<file path="src/rtl/wb_arbiter_if.sv">
// wb_arbiter_if: bundles the pipeline, MDU, issue/decode and regfile write-port signals of wb_arbiter.
// Port summary:
//   pipe_i_*   : in-order pipeline result (no backpressure), pipe_o_hold asks upstream for a bubble
//   mdu_i_*    : MDU result with valid/ready handshake, mdu_o_ready = result FIFO not full
//   issue_i_*  : MDU op issued by decode, marks its destination pending
//   decode_i_* : decode operands/destination checked against the pending bitmap, wb_o_stall on hit
//   write_back_o_* : registered regfile write port
// slave is the arbiter side, master the side that drives the arbiter.
interface wb_arbiter_if;
    logic        pipe_i_valid;
    logic        pipe_i_reg_wen;
    logic [4:0]  pipe_i_rd;
    logic [63:0] pipe_i_data;
    logic        pipe_o_hold;
    logic        mdu_i_valid;
    logic [4:0]  mdu_i_rd;
    logic [63:0] mdu_i_data;
    logic        mdu_o_ready;
    logic        issue_i_valid;
    logic [4:0]  issue_i_rd;
    logic [4:0]  decode_i_rs1;
    logic [4:0]  decode_i_rs2;
    logic [4:0]  decode_i_rd;
    logic        wb_o_stall;
    logic [4:0]  write_back_o_rd;
    logic [63:0] write_back_o_data;
    logic        write_back_o_reg_wen;

    modport slave (
        input  pipe_i_valid, pipe_i_reg_wen, pipe_i_rd, pipe_i_data,
        input  mdu_i_valid, mdu_i_rd, mdu_i_data,
        input  issue_i_valid, issue_i_rd,
        input  decode_i_rs1, decode_i_rs2, decode_i_rd,
        output pipe_o_hold, mdu_o_ready, wb_o_stall,
        output write_back_o_rd, write_back_o_data, write_back_o_reg_wen
    );

    modport master (
        output pipe_i_valid, pipe_i_reg_wen, pipe_i_rd, pipe_i_data,
        output mdu_i_valid, mdu_i_rd, mdu_i_data,
        output issue_i_valid, issue_i_rd,
        output decode_i_rs1, decode_i_rs2, decode_i_rd,
        input  pipe_o_hold, mdu_o_ready, wb_o_stall,
        input  write_back_o_rd, write_back_o_data, write_back_o_reg_wen
    );
endinterface

</file>
<file path="src/rtl/wb_arbiter.sv">
// wb_arbiter: merges pipeline and MDU results onto the single regfile write port, tracks pending MDU destinations.
// Ports:
//   clk : clock, all state on posedge
//   rst : synchronous reset, active-low
//   bus : wb_arbiter_if.slave (pipeline, MDU, issue/decode and write-port signals)
module wb_arbiter #(
    parameter int MDU_FIFO_DEPTH = 2,
    parameter int STARVE_LIMIT   = 8
) (
    input logic          clk,
    input logic          rst,
    wb_arbiter_if.slave  bus
);
    localparam int AW = $clog2(MDU_FIFO_DEPTH);
    localparam int CW = $clog2(MDU_FIFO_DEPTH + 1);
    localparam int SW = $clog2(STARVE_LIMIT + 1);

    logic [4:0]    fifo_rd_q   [MDU_FIFO_DEPTH];
    logic [63:0]   fifo_data_q [MDU_FIFO_DEPTH];
    logic [AW-1:0] wr_ptr_q, wr_ptr_d, rd_ptr_q, rd_ptr_d;
    logic [CW-1:0] count_q, count_d;
    logic [SW-1:0] starve_q, starve_d;
    logic          hold_q, hold_d;
    logic          src_mdu_q, src_mdu_d;
    logic          wen_q, wen_d;
    logic [4:0]    rd_q, rd_d;
    logic [63:0]   data_q, data_d;
    logic [31:0]   pending_q, pending_d;
    logic          slot_busy, empty, full, push, pop;
    logic [31:0]   set_mask, clr_mask;

    always_comb begin
        slot_busy = bus.pipe_i_valid && bus.pipe_i_reg_wen && bus.pipe_i_rd != 5'd0;
        empty     = count_q == '0;
        full      = count_q == CW'(MDU_FIFO_DEPTH);
        // rd==0 results are handshaken but never stored
        push      = bus.mdu_i_valid && !full && bus.mdu_i_rd != 5'd0;
        pop       = !slot_busy && !empty;
        // pointers wrap naturally because the depth is a power of two
        wr_ptr_d  = push ? wr_ptr_q + AW'(1) : wr_ptr_q;
        rd_ptr_d  = pop ? rd_ptr_q + AW'(1) : rd_ptr_q;
        count_d   = count_q + CW'(push) - CW'(pop);
        wen_d     = slot_busy || pop;
        src_mdu_d = pop;
        rd_d      = slot_busy ? bus.pipe_i_rd : pop ? fifo_rd_q[rd_ptr_q] : rd_q;
        data_d    = slot_busy ? bus.pipe_i_data : pop ? fifo_data_q[rd_ptr_q] : data_q;
        starve_d  = (pop || empty) ? '0 : (starve_q == SW'(STARVE_LIMIT)) ? starve_q : starve_q + SW'(1);
        hold_d    = starve_d == SW'(STARVE_LIMIT);
        // the clear lands on the same edge the regfile commits the MDU result
        clr_mask  = (wen_q && src_mdu_q) ? 32'd1 << rd_q : 32'd0;
        set_mask  = (bus.issue_i_valid && bus.issue_i_rd != 5'd0) ? 32'd1 << bus.issue_i_rd : 32'd0;
        pending_d = (pending_q & ~clr_mask) | set_mask;
    end

    always_ff @(posedge clk) begin
        if (push) begin
            fifo_rd_q[wr_ptr_q]   <= bus.mdu_i_rd;
            fifo_data_q[wr_ptr_q] <= bus.mdu_i_data;
        end
    end

    always_ff @(posedge clk) begin
        if (!rst) begin
            wr_ptr_q  <= '0;
            rd_ptr_q  <= '0;
            count_q   <= '0;
            starve_q  <= '0;
            hold_q    <= 1'b0;
            src_mdu_q <= 1'b0;
            wen_q     <= 1'b0;
            rd_q      <= '0;
            data_q    <= '0;
            pending_q <= '0;
        end else begin
            wr_ptr_q  <= wr_ptr_d;
            rd_ptr_q  <= rd_ptr_d;
            count_q   <= count_d;
            starve_q  <= starve_d;
            hold_q    <= hold_d;
            src_mdu_q <= src_mdu_d;
            wen_q     <= wen_d;
            rd_q      <= rd_d;
            data_q    <= data_d;
            pending_q <= pending_d;
        end
    end

    assign bus.mdu_o_ready          = !full;
    assign bus.pipe_o_hold          = hold_q;
    assign bus.write_back_o_reg_wen = wen_q;
    assign bus.write_back_o_rd      = rd_q;
    assign bus.write_back_o_data    = data_q;
    assign bus.wb_o_stall           = (bus.decode_i_rs1 != 5'd0 && pending_q[bus.decode_i_rs1]) ||
                                      (bus.decode_i_rs2 != 5'd0 && pending_q[bus.decode_i_rs2]) ||
                                      (bus.decode_i_rd  != 5'd0 && pending_q[bus.decode_i_rd]);
endmodule

</file>
<file path="src/flat_wrapper.sv">
// flat-port wrapper written by rule: the top's interface ports become plain ports
module wb_arbiter_flat 
#(
    parameter int MDU_FIFO_DEPTH = 2,
    parameter int STARVE_LIMIT   = 8
)
  (clk, rst, bus_pipe_i_valid, bus_pipe_i_reg_wen, bus_pipe_i_rd, bus_pipe_i_data, bus_mdu_i_valid, bus_mdu_i_rd, bus_mdu_i_data, bus_issue_i_valid, bus_issue_i_rd, bus_decode_i_rs1, bus_decode_i_rs2, bus_decode_i_rd, bus_pipe_o_hold, bus_mdu_o_ready, bus_wb_o_stall, bus_write_back_o_rd, bus_write_back_o_data, bus_write_back_o_reg_wen);
  wb_arbiter_if bus_i ();
  input logic clk;
  input logic rst;
  input wire logic [$bits(bus_i.pipe_i_valid)-1:0] bus_pipe_i_valid;
  input wire logic [$bits(bus_i.pipe_i_reg_wen)-1:0] bus_pipe_i_reg_wen;
  input wire logic [$bits(bus_i.pipe_i_rd)-1:0] bus_pipe_i_rd;
  input wire logic [$bits(bus_i.pipe_i_data)-1:0] bus_pipe_i_data;
  input wire logic [$bits(bus_i.mdu_i_valid)-1:0] bus_mdu_i_valid;
  input wire logic [$bits(bus_i.mdu_i_rd)-1:0] bus_mdu_i_rd;
  input wire logic [$bits(bus_i.mdu_i_data)-1:0] bus_mdu_i_data;
  input wire logic [$bits(bus_i.issue_i_valid)-1:0] bus_issue_i_valid;
  input wire logic [$bits(bus_i.issue_i_rd)-1:0] bus_issue_i_rd;
  input wire logic [$bits(bus_i.decode_i_rs1)-1:0] bus_decode_i_rs1;
  input wire logic [$bits(bus_i.decode_i_rs2)-1:0] bus_decode_i_rs2;
  input wire logic [$bits(bus_i.decode_i_rd)-1:0] bus_decode_i_rd;
  output wire logic [$bits(bus_i.pipe_o_hold)-1:0] bus_pipe_o_hold;
  output wire logic [$bits(bus_i.mdu_o_ready)-1:0] bus_mdu_o_ready;
  output wire logic [$bits(bus_i.wb_o_stall)-1:0] bus_wb_o_stall;
  output wire logic [$bits(bus_i.write_back_o_rd)-1:0] bus_write_back_o_rd;
  output wire logic [$bits(bus_i.write_back_o_data)-1:0] bus_write_back_o_data;
  output wire logic [$bits(bus_i.write_back_o_reg_wen)-1:0] bus_write_back_o_reg_wen;
  assign bus_i.pipe_i_valid = bus_pipe_i_valid;
  assign bus_i.pipe_i_reg_wen = bus_pipe_i_reg_wen;
  assign bus_i.pipe_i_rd = bus_pipe_i_rd;
  assign bus_i.pipe_i_data = bus_pipe_i_data;
  assign bus_i.mdu_i_valid = bus_mdu_i_valid;
  assign bus_i.mdu_i_rd = bus_mdu_i_rd;
  assign bus_i.mdu_i_data = bus_mdu_i_data;
  assign bus_i.issue_i_valid = bus_issue_i_valid;
  assign bus_i.issue_i_rd = bus_issue_i_rd;
  assign bus_i.decode_i_rs1 = bus_decode_i_rs1;
  assign bus_i.decode_i_rs2 = bus_decode_i_rs2;
  assign bus_i.decode_i_rd = bus_decode_i_rd;
  assign bus_pipe_o_hold = bus_i.pipe_o_hold;
  assign bus_mdu_o_ready = bus_i.mdu_o_ready;
  assign bus_wb_o_stall = bus_i.wb_o_stall;
  assign bus_write_back_o_rd = bus_i.write_back_o_rd;
  assign bus_write_back_o_data = bus_i.write_back_o_data;
  assign bus_write_back_o_reg_wen = bus_i.write_back_o_reg_wen;
  wb_arbiter #(.MDU_FIFO_DEPTH(MDU_FIFO_DEPTH), .STARVE_LIMIT(STARVE_LIMIT)) u_core (.clk(clk), .rst(rst), .bus(bus_i));
endmodule
</file>
<file path="config.mk">
export PLATFORM = sky130hd
export DESIGN_NAME = wb_arbiter_flat
export DESIGN_NICKNAME = d
export VERILOG_FILES = /design/src/rtl/wb_arbiter_if.sv /design/src/rtl/wb_arbiter.sv /design/src/flat_wrapper.sv
export SDC_FILE = /design/constraint.sdc
export NUM_CORES = 1
export LEC_CHECK = 0
export ABC_AREA = 1
export BUFFER_PORTS_ARGS = -buffer_cell sky130_fd_sc_hd__buf_2
export CAP_MARGIN = 10
export CORE_ASPECT_RATIO = 1.2
export CORE_MARGIN = 2
export CORE_UTILIZATION = 59
export DETAILED_ROUTE_END_ITERATION = 10
export GPL_TIMING_DRIVEN = 0
export PLACE_DENSITY = 0.85
export REMOVE_ABC_BUFFERS = 1
export SKIP_LAST_GASP = 1
export SLEW_MARGIN = 25
export SYNTH_ARGS = -nofsm -noshare
export SYNTH_HDL_FRONTEND = slang
export SYNTH_SLANG_ARGS = --single-unit
</file>
<file path="constraint.sdc">
create_clock -name clk -period 11.6 [get_ports clk]
set_input_delay 2.32 -clock clk [delete_from_list [all_inputs] [get_ports clk]]
set_output_delay 2.32 -clock clk [all_outputs]
set_load 0.01 [all_outputs]
</file>
Yosys cells after proc, flatten, opt, wreduce, memory -nomap -nowiden
Memory sizes are Yosys's and may differ from the RTL's. A register that Yosys moved wholly into a read port is not among the register bits.
Cells that the tools add are included.
{"block": "classes", "addsub": 5, "mul": 0, "div": 0, "magnitude_cmp": 3, "eq_ne": 3, "shifts": 2, "n_mux": 20, "n_bitwise": 3, "n_reduce_logical": 25}
{"cell": "64-bit two-way mux", "n": 2}
{"cell": "32-bit two-way mux", "n": 2}
{"cell": "1-bit by 5-bit << shifter with 32-bit output (first input constant)", "n": 2}
{"cell": "32-bit AND", "n": 1}
{"cell": "32-bit NOT", "n": 1}
{"cell": "32-bit bitwise OR", "n": 1}
{"cell": "5-bit nonzero test", "n": 6}
{"cell": "5-bit by 6-bit less-than comparator with 1-bit output (second input constant)", "n": 3}
{"cell": "1-bit binary-select mux with 5-bit select", "n": 3}
{"cell": "1-bit logical AND", "n": 10}
{"cell": "5-bit two-way mux", "n": 2}
{"cell": "1-bit two-way mux", "n": 9}
{"cell": "4-bit equality test (second input constant)", "n": 2}
{"cell": "4-bit two-way mux", "n": 2}
{"cell": "4-bit by 1-bit adder with 4-bit output (second input constant)", "n": 1}
{"cell": "1-bit logical OR", "n": 4}
{"cell": "1-bit logical NOT", "n": 3}
{"cell": "1-bit adder (second input constant)", "n": 2}
{"cell": "2-bit by 1-bit adder with 2-bit output", "n": 1}
{"cell": "2-bit equality test (second input constant)", "n": 1}
{"cell": "2-bit logical NOT", "n": 1}
{"cell": "2-bit nonzero test", "n": 1}
{"cell": "2-bit by 1-bit subtractor with 2-bit output", "n": 1}
{"block": "word_totals", "reg_bits": 112, "latch_bits": 0, "mem_bits_rw": 138, "mem_bits_ro": 0, "inputBits": 164, "output_inout_bits": 73, "wordCells": 73, "n_memories": 2}
{"name": "u_core.fifo_data_q", "words": 2, "width": 64, "rd": 1, "rd_clocked_by_memory_dff": 1, "write_ports": 1, "line_no": "wb_arbiter.sv:19", "rtl": "logic [63:0] fifo_data_q [MDU_FIFO_DEPTH];"}
{"name": "u_core.fifo_rd_q", "words": 2, "width": 5, "rd": 1, "rd_clocked_by_memory_dff": 1, "write_ports": 1, "line_no": "wb_arbiter.sv:18", "rtl": "logic [4:0] fifo_rd_q [MDU_FIFO_DEPTH];"}

Depth between registers and ports, before layout
Gate-level depths: netlist (run 1).
{"block": "depth", "ltp_word": 7, "depth_mapped": 14, "mapped_depth_nobuf": 12}

Worst setup path before layout (run 1)
OpenSTA, ideal clock, no wires.
{"block": "synth_path", "kind": "input to register", "from": "input port bus_mdu_i_valid", "to": "memory u_core.fifo_data_q[1][0] (enable)", "setup_time_ns": 0.498, "arrival_time_ns": 5.490, "required_ns": 11.102, "setup_slack_ns": 5.613, "path_stages": 3, "path_buffers": 0, "path_cell_list": "a21boi_0 nand2_1 nor2_1"}
{"block": "synth_via", "elab_chain_cells": 4}
{"item": "start, declared", "line_no": "flat_wrapper.sv:15", "rtl": "input wire logic [$bits(bus_i.mdu_i_valid)-1:0] bus_mdu_i_valid;"}
{"item": "1-bit logical AND (2 in series)", "line_no": "wb_arbiter.sv:37", "rtl": "push = bus.mdu_i_valid && !full && bus.mdu_i_rd != 5'd0;"}
{"item": "1-bit two-way mux", "line_no": "wb_arbiter.sv:56", "rtl": "if (push) begin"}
{"item": "1-bit two-way mux (not written as such)", "line_no": "wb_arbiter.sv:58", "rtl": "fifo_data_q[wr_ptr_q] <= bus.mdu_i_data;"}
{"item": "end, declared", "line_no": "wb_arbiter.sv:19"}
Every way passes these cells.

Worst setup path after layout (run 1)
{"block": "layout_path", "from": "input port bus_decode_i_rs2[0]", "to": "output port bus_wb_o_stall"}
{"block": "layout_via", "elab_chain_cells": 5, "word_cells_on_any_way": 6, "cone_classes": "mux: 2; reduce/logical: 4"}
{"item": "start, declared", "line_no": "flat_wrapper.sv:21", "rtl": "input wire logic [$bits(bus_i.decode_i_rs2)-1:0] bus_decode_i_rs2;"}
{"item": "1-bit binary-select mux with 5-bit select", "line_no": "wb_arbiter.sv:94", "rtl": "(bus.decode_i_rs2 != 5'd0 && pending_q[bus.decode_i_rs2]) ||"}
{"item": "1-bit two-way mux (not written as such)", "line_no": "wb_arbiter.sv:94"}
{"item": "1-bit logical AND *", "line_no": "wb_arbiter.sv:94"}
{"item": "1-bit logical OR *", "line_no": "wb_arbiter.sv:93", "rtl": "assign bus.wb_o_stall = (bus.decode_i_rs1 != 5'd0 && pending_q[bus.decode_i_rs1]) ||"}
{"item": "1-bit logical OR *", "line_no": "wb_arbiter.sv:94"}
{"item": "end, declared", "line_no": "flat_wrapper.sv:25", "rtl": "output wire logic [$bits(bus_i.wb_o_stall)-1:0] bus_wb_o_stall;"}
Every way passes the cells marked *; elsewhere a longest branch is shown, timed or not. The select of a mux whose other input is x is not followed.

==> results of run 1 <==
-- routing by layer --
layer,global-route usage,vias up
met2,0.5035,403
met1,0.3340,4256
met3,0.07921,104
met5,0,-
li1,-,4355
met4,0.1346,10
-- power by group through the flow --
stage | Sequential (mW) | Clock, mW | Combinational, mW
6_report | 1.18 | 0.769 | 0.623
5_1_grt | 1.19 | 0.812 | 0.672
4_1_cts | 1.17 | 0.776 | 0.623
3_5_place_dp | 1.19 | 0 | 0.616
3_3_place_gp | 1.21 | 0 | 0.544
2_1_floorplan | 1.23 | 0 | 0.310
-- sequential cells by signal, indices dropped and copies added, names as in the netlist, named ones only --
| name | flops |
|---|---|
| u_core.starve_q | 4 |
| u_core.bus.write_back_o_data | 64 |
| u_core.fifo_rd_q | 10 |
| u_core.count_q | 2 |
| u_core.fifo_data_q | 128 |
| u_core.bus.write_back_o_reg_wen | 1 |
| u_core.bus.pipe_o_hold | 1 |
| u_core.src_mdu_q | 1 |
| u_core.rd_ptr_q | 1 |
| u_core.pending_q | 32 |
| u_core.wr_ptr_q | 1 |
| u_core.bus.write_back_o_rd | 5 |
-- final cells by class --
class / instances / area share
multi-input cells: 740 / 0.3022
well taps: 256 / 0.02406
clock buffers: 30 / 0.04522
flip-flops and latches: 251 / 0.4816
clock inverters: 10 / 0.01156
repair buffers: 248 / 0.1126
diodes: 4 / 0.0007520
inverters: 76 / 0.02200
-- critical path: cells and delay by family --
kind / cells / cell delay, ps
simple gates: 7 / 540
compound gates: 1 / 120
buf+inv: 4 / 780
-- logic make-up after synthesis --
group	Yosys count	share of synthesized area
flops	251	0.5766
xor+xnor	3	0.002365
simple gates	452	0.1794
compound gates	214	0.1127
mux	67	0.06070
fa+ha+maj	4	0.004505
buf+inv	143	0.06374
-- synthesized netlist by cell type, types with 3 or more instances --
| cell type | number | area, um^2 |
|---|---|---|
| a21oi_1 | 38 | 190.2 |
| a31oi_1 | 5 | 31.28 |
| buf_2 | 21 | 105.1 |
| buf_4 | 7 | 52.55 |
| buf_6 | 15 | 168.9 |
| clkbuf_1 | 21 | 78.83 |
| dfxtp_1 | 113 | 2262 |
| edfxtp_1 | 138 | 4144 |
| ha_1 | 4 | 50.05 |
| inv_1 | 71 | 266.5 |
| mux2_2 | 3 | 33.78 |
| mux2i_1 | 64 | 640.6 |
| nand2_1 | 242 | 908.4 |
| nand3_1 | 152 | 760.7 |
| nand3b_1 | 3 | 22.52 |
| nand4_1 | 10 | 62.56 |
| nor2_1 | 25 | 93.84 |
| nor3_1 | 9 | 45.04 |
| nor4_1 | 4 | 25.02 |
| o211ai_1 | 5 | 37.54 |
| o21a_1 | 64 | 480.5 |
| o21ai_0 | 45 | 225.2 |
| o21ai_1 | 56 | 280.3 |
| xor2_1 | 3 | 26.28 |
-- metrics by stage --
stage,cells,total power [mW]
3_3_place_gp,1559,1.757
2_1_floorplan,1067,1.536
4_1_cts,1611,2.574
6_report,1615,2.569
5_1_grt,1615,2.673
3_5_place_dp,1571,1.806
-- path summary, 6_finish.rpt --
| kind | startpoint | endpoint | slack, ps | depth (start not counted) |
|---|---|---|---|---|
| worst max-delay path | bus_decode_i_rs2[0] | bus_wb_o_stall | 5500 | 12 |
| worst min-delay path | u_core.pending_q[0]$_SDFF_PN0_ | u_core.pending_q[0]$_SDFF_PN0_ | 450 | 2 |
| worst max register to register | u_core.count_q[0]$_SDFF_PN0_ | u_core.fifo_data_q[0][32]$_DFFE_PP_ | 9410 | 6 |
| worst min register to register | u_core.pending_q[0]$_SDFF_PN0_ | u_core.pending_q[0]$_SDFF_PN0_ | 450 | 2 |
==> results by group, run 1 <==
Place
  – Number of buffers added on ports: between 200 and 250
  – GPL Wtd Cong: between 0.9 and 1
  – Area after DPL: 12540 um^2
  – Pre-CTS setup slack: between 5000 and 6000 ps
  – Post-detail-place hpwl: roughly 20 mm

Timing
  – RSZ-0062 raised after global routing: no
  – Final Skew: roughly 13 ps
  – Final Hold Fails: 0
  – Slew Limit Fails: 0
  – Total negative slack: 0 ps
  – Final hold slack: 451.0 ps
  – Fin crit period: roughly 6100 ps
  – Fmax: roughly 160 MHz
  – Tcrit/Tclk final: 0.5256
  – Worst slew margin: 0.2748
  – Worst setup margin: about 5500 ps
  – Final Setup Violations: 0
  – Worst Tran Pin Value: roughly 1100 ps

Floorplan
  – Core area: 18650 um^2
  – Placement Rows: 55
  – Initial Util: 0.5958
  – Die Height: ~150 um
  – Ports: approximately 240
  – Die area: about 20000 um^2
  – Die W: roughly 130 um

CTS
  – # Post-CTS Setup Buffers: 0
  – CTS Root Cell: clkbuf_16
  – Clock slew at reported path FFs: roughly 60 ps
  – TritonCTS Sinks: 251
  – Post-CTS Resized: 0
  – CTS tree: built
  – Clock Latency Late Sink: about 500 ps
  – Hold_buf cts: 0
  – Clock Tree Buf Depth: 3
  – H-Tree Depth: 1
  – Total CTS buffers: 22

Detailed routing
  – Via-per-instance ratio: around 5.7
  – Drt first-iter violations: 740
  – Post-Route M1 WL: about 11 mm
  – Avg WL per Cell: 18.14 um
  – Met3 WL: roughly 2.5 mm
  – Vias post-DR: 9128
  – Residual DRC count: 0
  – Routed wire length: roughly 29 mm
  – WL met2: 14.89 mm
  – Top sig layer: met5
  – First-pass iteration count of the detailed router: 7
  – Antenna-violating nets left: 0

Layout
  – Design area: ~13000 um^2
  – FF/Latch Area: around 6400 um^2
  – Commonest non-fill, non-tap cell in the layout: nand2_1
  – Share of cells above drive strength 1: 0.2185
  – Most frequent cells in the layout: nand2_1 (242), buf_2 (235), nand3_1 (152)
  – Final Util: 0.7137
  – Nets: approximately 1500
  – Area of the multi-input gates: approximately 4000 um^2
  – Layout area overhead: 19.80%
  – # fillers: roughly 1300

Power and ir drop
  – Power Internal: 1.805 mW
  – Switching Fraction: 0.2971
  – Worst IR drop on VDD: 158.6 uV
  – PwrDens: a little under 200 nW/um^2
  – Net switching power: 0.7632 mW
  – Seq pwr share: 0.458
  – Clk pwr share: 0.300
  – LEAKAGE: 5.393 nW
  – Logic pwr share: 0.242

Worst setup path
  – Critical path launch point type: input pin
  – Top cell by count, worst path: nand2_1
  – Req. time, crit path: slightly above 9000 ps
  – CP Data Arrival Time: between 3000 and 4000 ps
  – Critical Path Slowest Stage Cell: buf_2
  – Nature of the critical path endpoint: primary output
  – Setup CP Type: input pin to primary output
  – Slowest stage delay, CP: about 320 ps
  – Crit path max fanout: 21
  – Crit path cell chain: buf_2 > inv_1 > nand2_1 > nand3_1 > nand2_1 > nand2_1 > nand2_1 > inv_1 > a21oi_1 > nor2_1 > nand2_1 > buf_2

Synthesis
  – Post-synth EDFFs: roughly 140
  – Register area share after synthesis: 0.5766
  – Main synth FF type: edfxtp_1
  – Cell Area, Synth: 11110 um^2
  – Synth Instances: between 1000 and 1500
  – Distinct cells, synth: 36
  – Ys async rst share: 0
  – FF+latch count, synth: 251
  – Yosys warnings: 0
  – Post-Syn Area per Cell: slightly below 10 um^2

Global routing
  – Total GRT Usage: 0.2913
  – Largest net degree at the start of global routing: ~140
  – Vias in the first global route: 9170
  – Initial antenna violation count: 11
  – Total grt overflow: 0
  – First-pass GRT wire length: 46.17 mm

Outcome
  – Outcome: finished, final reports clean

Hold path
  – Hold/Removal Path Class: flop to flop

Flow run
  – Max Cap Violations: 0
Power figures use the tool's default switching activity.
==> run 2: changes to the inputs <==
--- a/config.mk
+++ b/config.mk
@@ -10,10 +10,10 @@
 export CAP_MARGIN = 10
 export CORE_ASPECT_RATIO = 1.2
 export CORE_MARGIN = 2
-export CORE_UTILIZATION = 59
+export CORE_UTILIZATION = 49
 export DETAILED_ROUTE_END_ITERATION = 10
 export GPL_TIMING_DRIVEN = 0
-export PLACE_DENSITY = 0.85
+export PLACE_DENSITY = 0.76
 export REMOVE_ABC_BUFFERS = 1
 export SKIP_LAST_GASP = 1
 export SLEW_MARGIN = 25
==> constraint.sdc (replaced) <==
create_clock -name clk -period 5 [get_ports clk]
set_input_delay 1 -clock clk [delete_from_list [all_inputs] [get_ports clk]]
set_output_delay 1 -clock clk [all_outputs]
set_load 0.01 [all_outputs]
==> results by group, run 2 (synthesis gave the netlist of run 1 again) <==
Floorplan
  – Core area: 22370 um^2 (+20%)
  – Die Height: 169.0 um (+9.5%)
  – Initial Util: 0.4966 (-0.09913)
  – Ports: 237 (unchanged)
  – Placement Rows: 60 (+9.1%)
  – Die area: 23900 um^2 (+20%)
  – Die W: 141.5 um (+9.4%)

Power and ir drop
  – LEAKAGE: 5.413 nW (+0.36%)
  – Worst IR drop on VDD: 450.9 uV (+180%)
  – PwrDens: 438.6 nW/um^2 (+130%)

Worst setup path
  – R2R cell count: 6 (unchanged)
  – Worst reg2reg setup slack: 2860 ps (-6550 ps)
  – CP Data Arrival Time: 2700 ps (-1080 ps)
  – Worst R2R Start: u_core.count_q[0]$_SDFF_PN0_
  – FF-to-FF End: u_core.fifo_data_q[1][55]$_DFFE_PP_
  – Worst setup path endpoint: bus_wb_o_stall
  – Nature of the critical path endpoint: primary output
  – Critical Path Source: bus_decode_i_rs2[0]
  – Crit path max fanout: 21 (unchanged)
  – Req. time, crit path: 4000 ps (-5280 ps)
  – Critical path launch point type: input pin
  – Setup CP Type: input pin to primary output

Timing
  – Slew Limit Fails: 0 (unchanged)
  – Worst Tran Pin Value: 988.2 ps (-99.62 ps)
  – Tcrit/Tclk final: 0.7390
  – RSZ-0062 raised after global routing: no
  – Final Setup Violations: 0 (unchanged)
  – Final Skew: 12.07 ps (-1.208 ps)
  – Final Hold Fails: 0 (unchanged)
  – Fmax: between 200 and 300 MHz
  – Worst slew margin: 0.3371 (+0.06234)
  – Final hold slack: 460.2 ps (+9.149 ps)
  – Worst setup margin: 1305 ps (-4198 ps)
  – Fin crit period: about 3700 ps

CTS
  – Total CTS buffers: 23 (+4.5%)
  – H-Tree Depth: 1 (unchanged)
  – # Post-CTS Setup Buffers: 0 (unchanged)
  – Clock Tree Buf Depth: 3 (unchanged)
  – TritonCTS Sinks: 251 (unchanged)
  – Hold_buf cts: 0 (unchanged)
  – Clock Latency Late Sink: 500 ps (about the same)
  – Clock slew at reported path FFs: 70 ps (about the same)
  – CTS tree: built
  – Post-CTS Resized: 0 (unchanged)
  – CTS Root Cell: clkbuf_16

Layout
  – Commonest non-fill, non-tap cell in the layout: nand2_1
  – Largest register FFs: 128 (unchanged)
  – Final std cells w/o fill: 1650 (+2.2%)
  – Nets: 1511 (+0.27%)
  – Layout area overhead: 20.36%
  – Most frequent cells in the layout: nand2_1 (242), buf_2 (235), nand3_1 (152)
  – Design area: 13370 um^2 (+0.47%)
  – Final Util: 0.5978 (-0.1160)
  – Reg with most FFs: u_core.fifo_data_q
  – Share of cells above drive strength 1: 0.2221 (+0.003609)

Detailed routing
  – Drt first-iter violations: 724 (-2.2%)
  – Antenna-violating nets left: 0 (unchanged)
  – Via-per-instance ratio: 5.505 (-2.6%)
  – Vias post-DR: 9084 (-0.48%)
  – First-pass iteration count of the detailed router: 6 (-1)
  – Routed wire length: 29.58 mm (+0.98%)
  – Residual DRC count: 0 (unchanged)
  – Avg WL per Cell: 17.93 um (-1.2%)

Outcome
  – Outcome: finished, final reports clean

Place
  – GPL Wtd Cong: 0.9548 (+2.7%)
  – Pre-CTS setup slack: 1353 ps (-4157 ps)
  – Area after DPL: 12590 um^2 (+0.39%)
  – Placed Cells: 1596 (+1.6%)
  – Post-detail-place hpwl: 20.58 mm (+3.0%)
  – Number of buffers added on ports: 236 (unchanged)

Flow run
  – Max Cap Violations: 0 (unchanged)

Global routing
  – Total grt overflow: 0 (unchanged)
  – Initial antenna violation count: 16 (+5)
  – Vias in the first global route: 8832 (-3.7%)
  – First-pass GRT wire length: 46.33 mm (+0.34%)
  – Total GRT Usage: 0.2436 (-0.04776)
  – Largest net degree at the start of global routing: 137 (unchanged)

Hold path
  – Hold/Removal Path Class: flop to flop
[run 2: cell types whose count changed in the layout (fill, tap and decap cells not counted), sizes merged]
cell      delta
clkinv       +4
bufinv       -3
inv          +1
clkbuf       +1
diode        +7
clkinvlp     -1
buf          +3
[run 2: final cells by class]
cell class,count,area [um^2]
multi-input cells,740,4023
well taps,279,349.1
flip-flops and latches,251,6410
diodes,11,27.53
clock inverters,11,78.83
inverters,76,292.8
clock buffers,31,645.6
fillers,1841,8999
repair buffers,251,1546
[run 2: critical path: stages]
cell	delay (ps)
buf_2	340
inv_1	340
nand2_1	150
nand3_1	100
nand2_1	130
nand2_1	60
nand2_1	60
inv_1	40
a21oi_1	210
nor2_1	80
nand2_1	60
buf_2	120
[run 2: worst min-delay path by stage]
stage	startpoint	slack, ps	depth (start not counted)	endpoint
2_1_floorplan	u_core.rd_ptr_q$_SDFFE_PN0P_	430	1	flop
3_3_place_gp	u_core.rd_ptr_q$_SDFFE_PN0P_	430	1	flop
3_5_place_dp	u_core.rd_ptr_q$_SDFFE_PN0P_	450	1	flop
4_1_cts	u_core.pending_q[0]$_SDFF_PN0_	460	2	u_core.pending_q[0]$_SDFF_PN0_
5_1_grt	u_core.bus.write_back_o_data[9]$_SDFFE_PN0P_	490	2	u_core.bus.write_back_o_data[9]$_SDFFE_PN0P_
6_report	u_core.pending_q[0]$_SDFF_PN0_	460	2	u_core.pending_q[0]$_SDFF_PN0_
[run 2: power breakdown]
part / switching, mW / total [mW] / internal (mW) / leakage [nW]
Sequential: 0.172 / 2.69 / 2.52 / 2.21
Combinational: 0.862 / 1.48 / 0.622 / 2.84
Clock: 0.731 / 1.69 / 0.957 / 0.361
[run 2: routing by layer]
layer | GRT usage | vias to the layer above | share of wire
met2 | 0.4238 | 347 | 0.50
met1 | 0.2852 | 4281 | 0.37
li1 | - | 4366 | -
met4 | 0.08739 | 12 | 0.033
met3 | 0.07298 | 78 | 0.091
met5 | 0 | - | 0.0024
[run 2: stage by stage]
| step | power (mW) | setup TNS (ps) |
|---|---|---|
| final | 5.865 | 0 |
| after global routing | 6.121 | 0 |
| after CTS | 5.883 | 0 |
| after detailed placement | 4.213 | 0 |
| after global placement | 4.108 | -331040 |
| after floorplan | 3.564 | 0 |
==> run 3: changes to the inputs <==
--- a/config.mk
+++ b/config.mk
@@ -10,10 +10,10 @@
 export CAP_MARGIN = 10
 export CORE_ASPECT_RATIO = 1.2
 export CORE_MARGIN = 2
-export CORE_UTILIZATION = 49
+export CORE_UTILIZATION = 55
 export DETAILED_ROUTE_END_ITERATION = 10
 export GPL_TIMING_DRIVEN = 0
-export PLACE_DENSITY = 0.76
+export PLACE_DENSITY = 0.8
 export REMOVE_ABC_BUFFERS = 1
 export SKIP_LAST_GASP = 1
 export SLEW_MARGIN = 25
==> constraint.sdc (replaced) <==
create_clock -name clk -period 3.7 [get_ports clk]
set_input_delay 0.74 -clock clk [delete_from_list [all_inputs] [get_ports clk]]
set_output_delay 0.74 -clock clk [all_outputs]
set_load 0.01 [all_outputs]
==> results by group, run 3 (synthesis gave the netlist of run 1 again) <==
CTS
  – Hold_buf cts: 0 (unchanged)
  – CTS tree: built
  – # Post-CTS Setup Buffers: 0 (unchanged)
  – Clock Latency Late Sink: 500 ps (about the same)
  – Clock slew at reported path FFs: 70 ps (about the same)
  – Clock Tree Buf Depth: 3 (unchanged)
  – H-Tree Depth: 1 (unchanged)
  – CTS Root Cell: clkbuf_16
  – Post-CTS Resized: 0 (unchanged)
  – Total CTS buffers: 23 (unchanged)
  – TritonCTS Sinks: 251 (unchanged)

Worst setup path
  – Req. time, crit path: 2960 ps (-1040 ps)
  – Crit path max fanout: 21 (unchanged)
  – CP Data Arrival Time: 2350 ps (-350 ps)
  – Setup CP Type: input pin to primary output
  – Critical path launch point type: input pin
  – Nature of the critical path endpoint: primary output

Timing
  – Worst slew margin: 0.3488 (+0.01166)
  – Final hold slack: 419.8 ps (-40.32 ps)
  – Final Skew: 21.23 ps (+9.162 ps)
  – Final Setup Violations: 0 (unchanged)
  – Tcrit/Tclk final: 0.8342
  – RSZ-0062 raised after global routing: no
  – Slew Limit Fails: 0 (unchanged)
  – Fmax: 324.0 MHz
  – Final Hold Fails: 0 (unchanged)
  – Worst Tran Pin Value: 970.8 ps (-17.38 ps)
  – Fin crit period: 3087 ps

Detailed routing
  – Vias post-DR: 9134 (+0.55%)
  – Antenna-violating nets left: 0 (unchanged)
  – Avg WL per Cell: 18.16 um (+1.3%)
  – Via-per-instance ratio: 5.631 (+2.3%)
  – Routed wire length: 29.45 mm (-0.43%)
  – Drt first-iter violations: 635 (-12%)
  – Residual DRC count: 0 (unchanged)
  – First-pass iteration count of the detailed router: 6 (unchanged)

Power and ir drop
  – PwrDens: 591.6 nW/um^2 (+35%)
  – LEAKAGE: 5.383 nW (-0.55%)
  – Worst IR drop on VDD: 482.3 uV (+6.9%)

Floorplan
  – Die Height: 159.7 um (-5.5%)
  – Initial Util: 0.5643 (+0.06767)
  – Placement Rows: 56 (-6.7%)
  – Die W: 133.7 um (-5.5%)
  – Ports: 237 (unchanged)
  – Die area: 21360 um^2 (-11%)
  – Core area: 19690 um^2 (-12%)

Layout
  – Most frequent cells in the layout: nand2_1 (242), buf_2 (235), nand3_1 (152)
  – Largest register FFs: 128 (unchanged)
  – Nets: 1509 (-0.13%)
  – # fillers: 1514 (-18%)
  – Layout area overhead: 19.48%
  – Reg with most FFs: u_core.fifo_data_q
  – Commonest non-fill, non-tap cell in the layout: nand2_1
  – Final Util: 0.6743 (+0.07649)
  – Share of cells above drive strength 1: 0.2212 (-0.0008199)

Flow run
  – Max Cap Violations: 0 (unchanged)

Place
  – Post-detail-place hpwl: 20.43 mm (-0.70%)
  – GPL Wtd Cong: 0.9458 (-0.94%)
  – Number of buffers added on ports: 236 (unchanged)

Global routing
  – First-pass GRT wire length: 45.73 mm (-1.3%)
  – Initial antenna violation count: 10 (-6)
  – Vias in the first global route: 8869 (+0.42%)
  – Total GRT Usage: 0.2674 (+0.02386)
  – Total grt overflow: 0 (unchanged)
  – Largest net degree at the start of global routing: 137 (unchanged)

Hold path
  – Hold/Removal Path Class: input pin to flop

Outcome
  – Outcome: finished, final reports clean
-- run 3: worst paths after layout --
| check | end | start | slack (ps) | depth (start not counted) |
|---|---|---|---|---|
| max | bus_wb_o_stall | bus_decode_i_rs2[0] | 610 | 12 |
| min | u_core.fifo_data_q[0][51]$_DFFE_PP_ | bus_mdu_i_data[51] | 420 | 1 |
| max reg2reg | u_core.fifo_data_q[1][57]$_DFFE_PP_ | u_core.count_q[0]$_SDFF_PN0_ | 1650 | 6 |
| min reg2reg | u_core.pending_q[0]$_SDFF_PN0_ | u_core.pending_q[0]$_SDFF_PN0_ | 460 | 2 |
-- run 3: per-layer routing --
| layer | global-route usage | share of wire |
|---|---|---|
| met5 | 0 | 0.0018 |
| met1 | 0.3121 | 0.36 |
| met4 | 0.1035 | 0.038 |
| met3 | 0.07841 | 0.099 |
| met2 | 0.4629 | 0.50 |
-- run 3: final cells by class --
type	instances	area [um^2]	share of cell area
Clock inverter	9	47.55	0.003582
Multi-Input combinational cell	740	4023	0.3030
Clock buffer	31	644.4	0.04854
Antenna cell	5	12.51	0.0009425
Sequential cell	251	6410	0.4828
Timing Repair Buffer	249	1519	0.1144
Tap cell	261	326.6	0.02460
Inverter	76	292.8	0.02205
-- run 3: stage by stage --
step	setup TNS [ps]	cells	cell area [um^2]	total power [mW]	setup slack, ps
finish	0	1622	13280	7.854	613.4
global route	0	1619	13270	8.171	477.2
CTS	0	1616	13240	7.873	662.7
detailed placement	0	1576	12540	5.685	667.9
global placement	-528190	1564	12200	5.545	-2683
floorplan	-106810	1067	10690	4.817	-707.4
-- run 3: worst max-delay path, stage by stage --
cell,delay [ps]
buf_2,350
inv_1,340
nand2_1,150
nand3_1,70
nand2_1,130
nand2_1,70
nand2_1,70
inv_1,40
a21oi_1,150
nor2_1,70
nand2_1,50
buf_2,120
-- run 3: power breakdown --
| group | switching, mW | internal [mW] | total (mW) |
|---|---|---|---|
| clock | 0.977 | 1.22 | 2.20 |
| combinational | 1.14 | 0.834 | 1.97 |
| sequential | 0.273 | 3.41 | 3.68 |
| total | 2.39 | 5.46 | 7.85 |
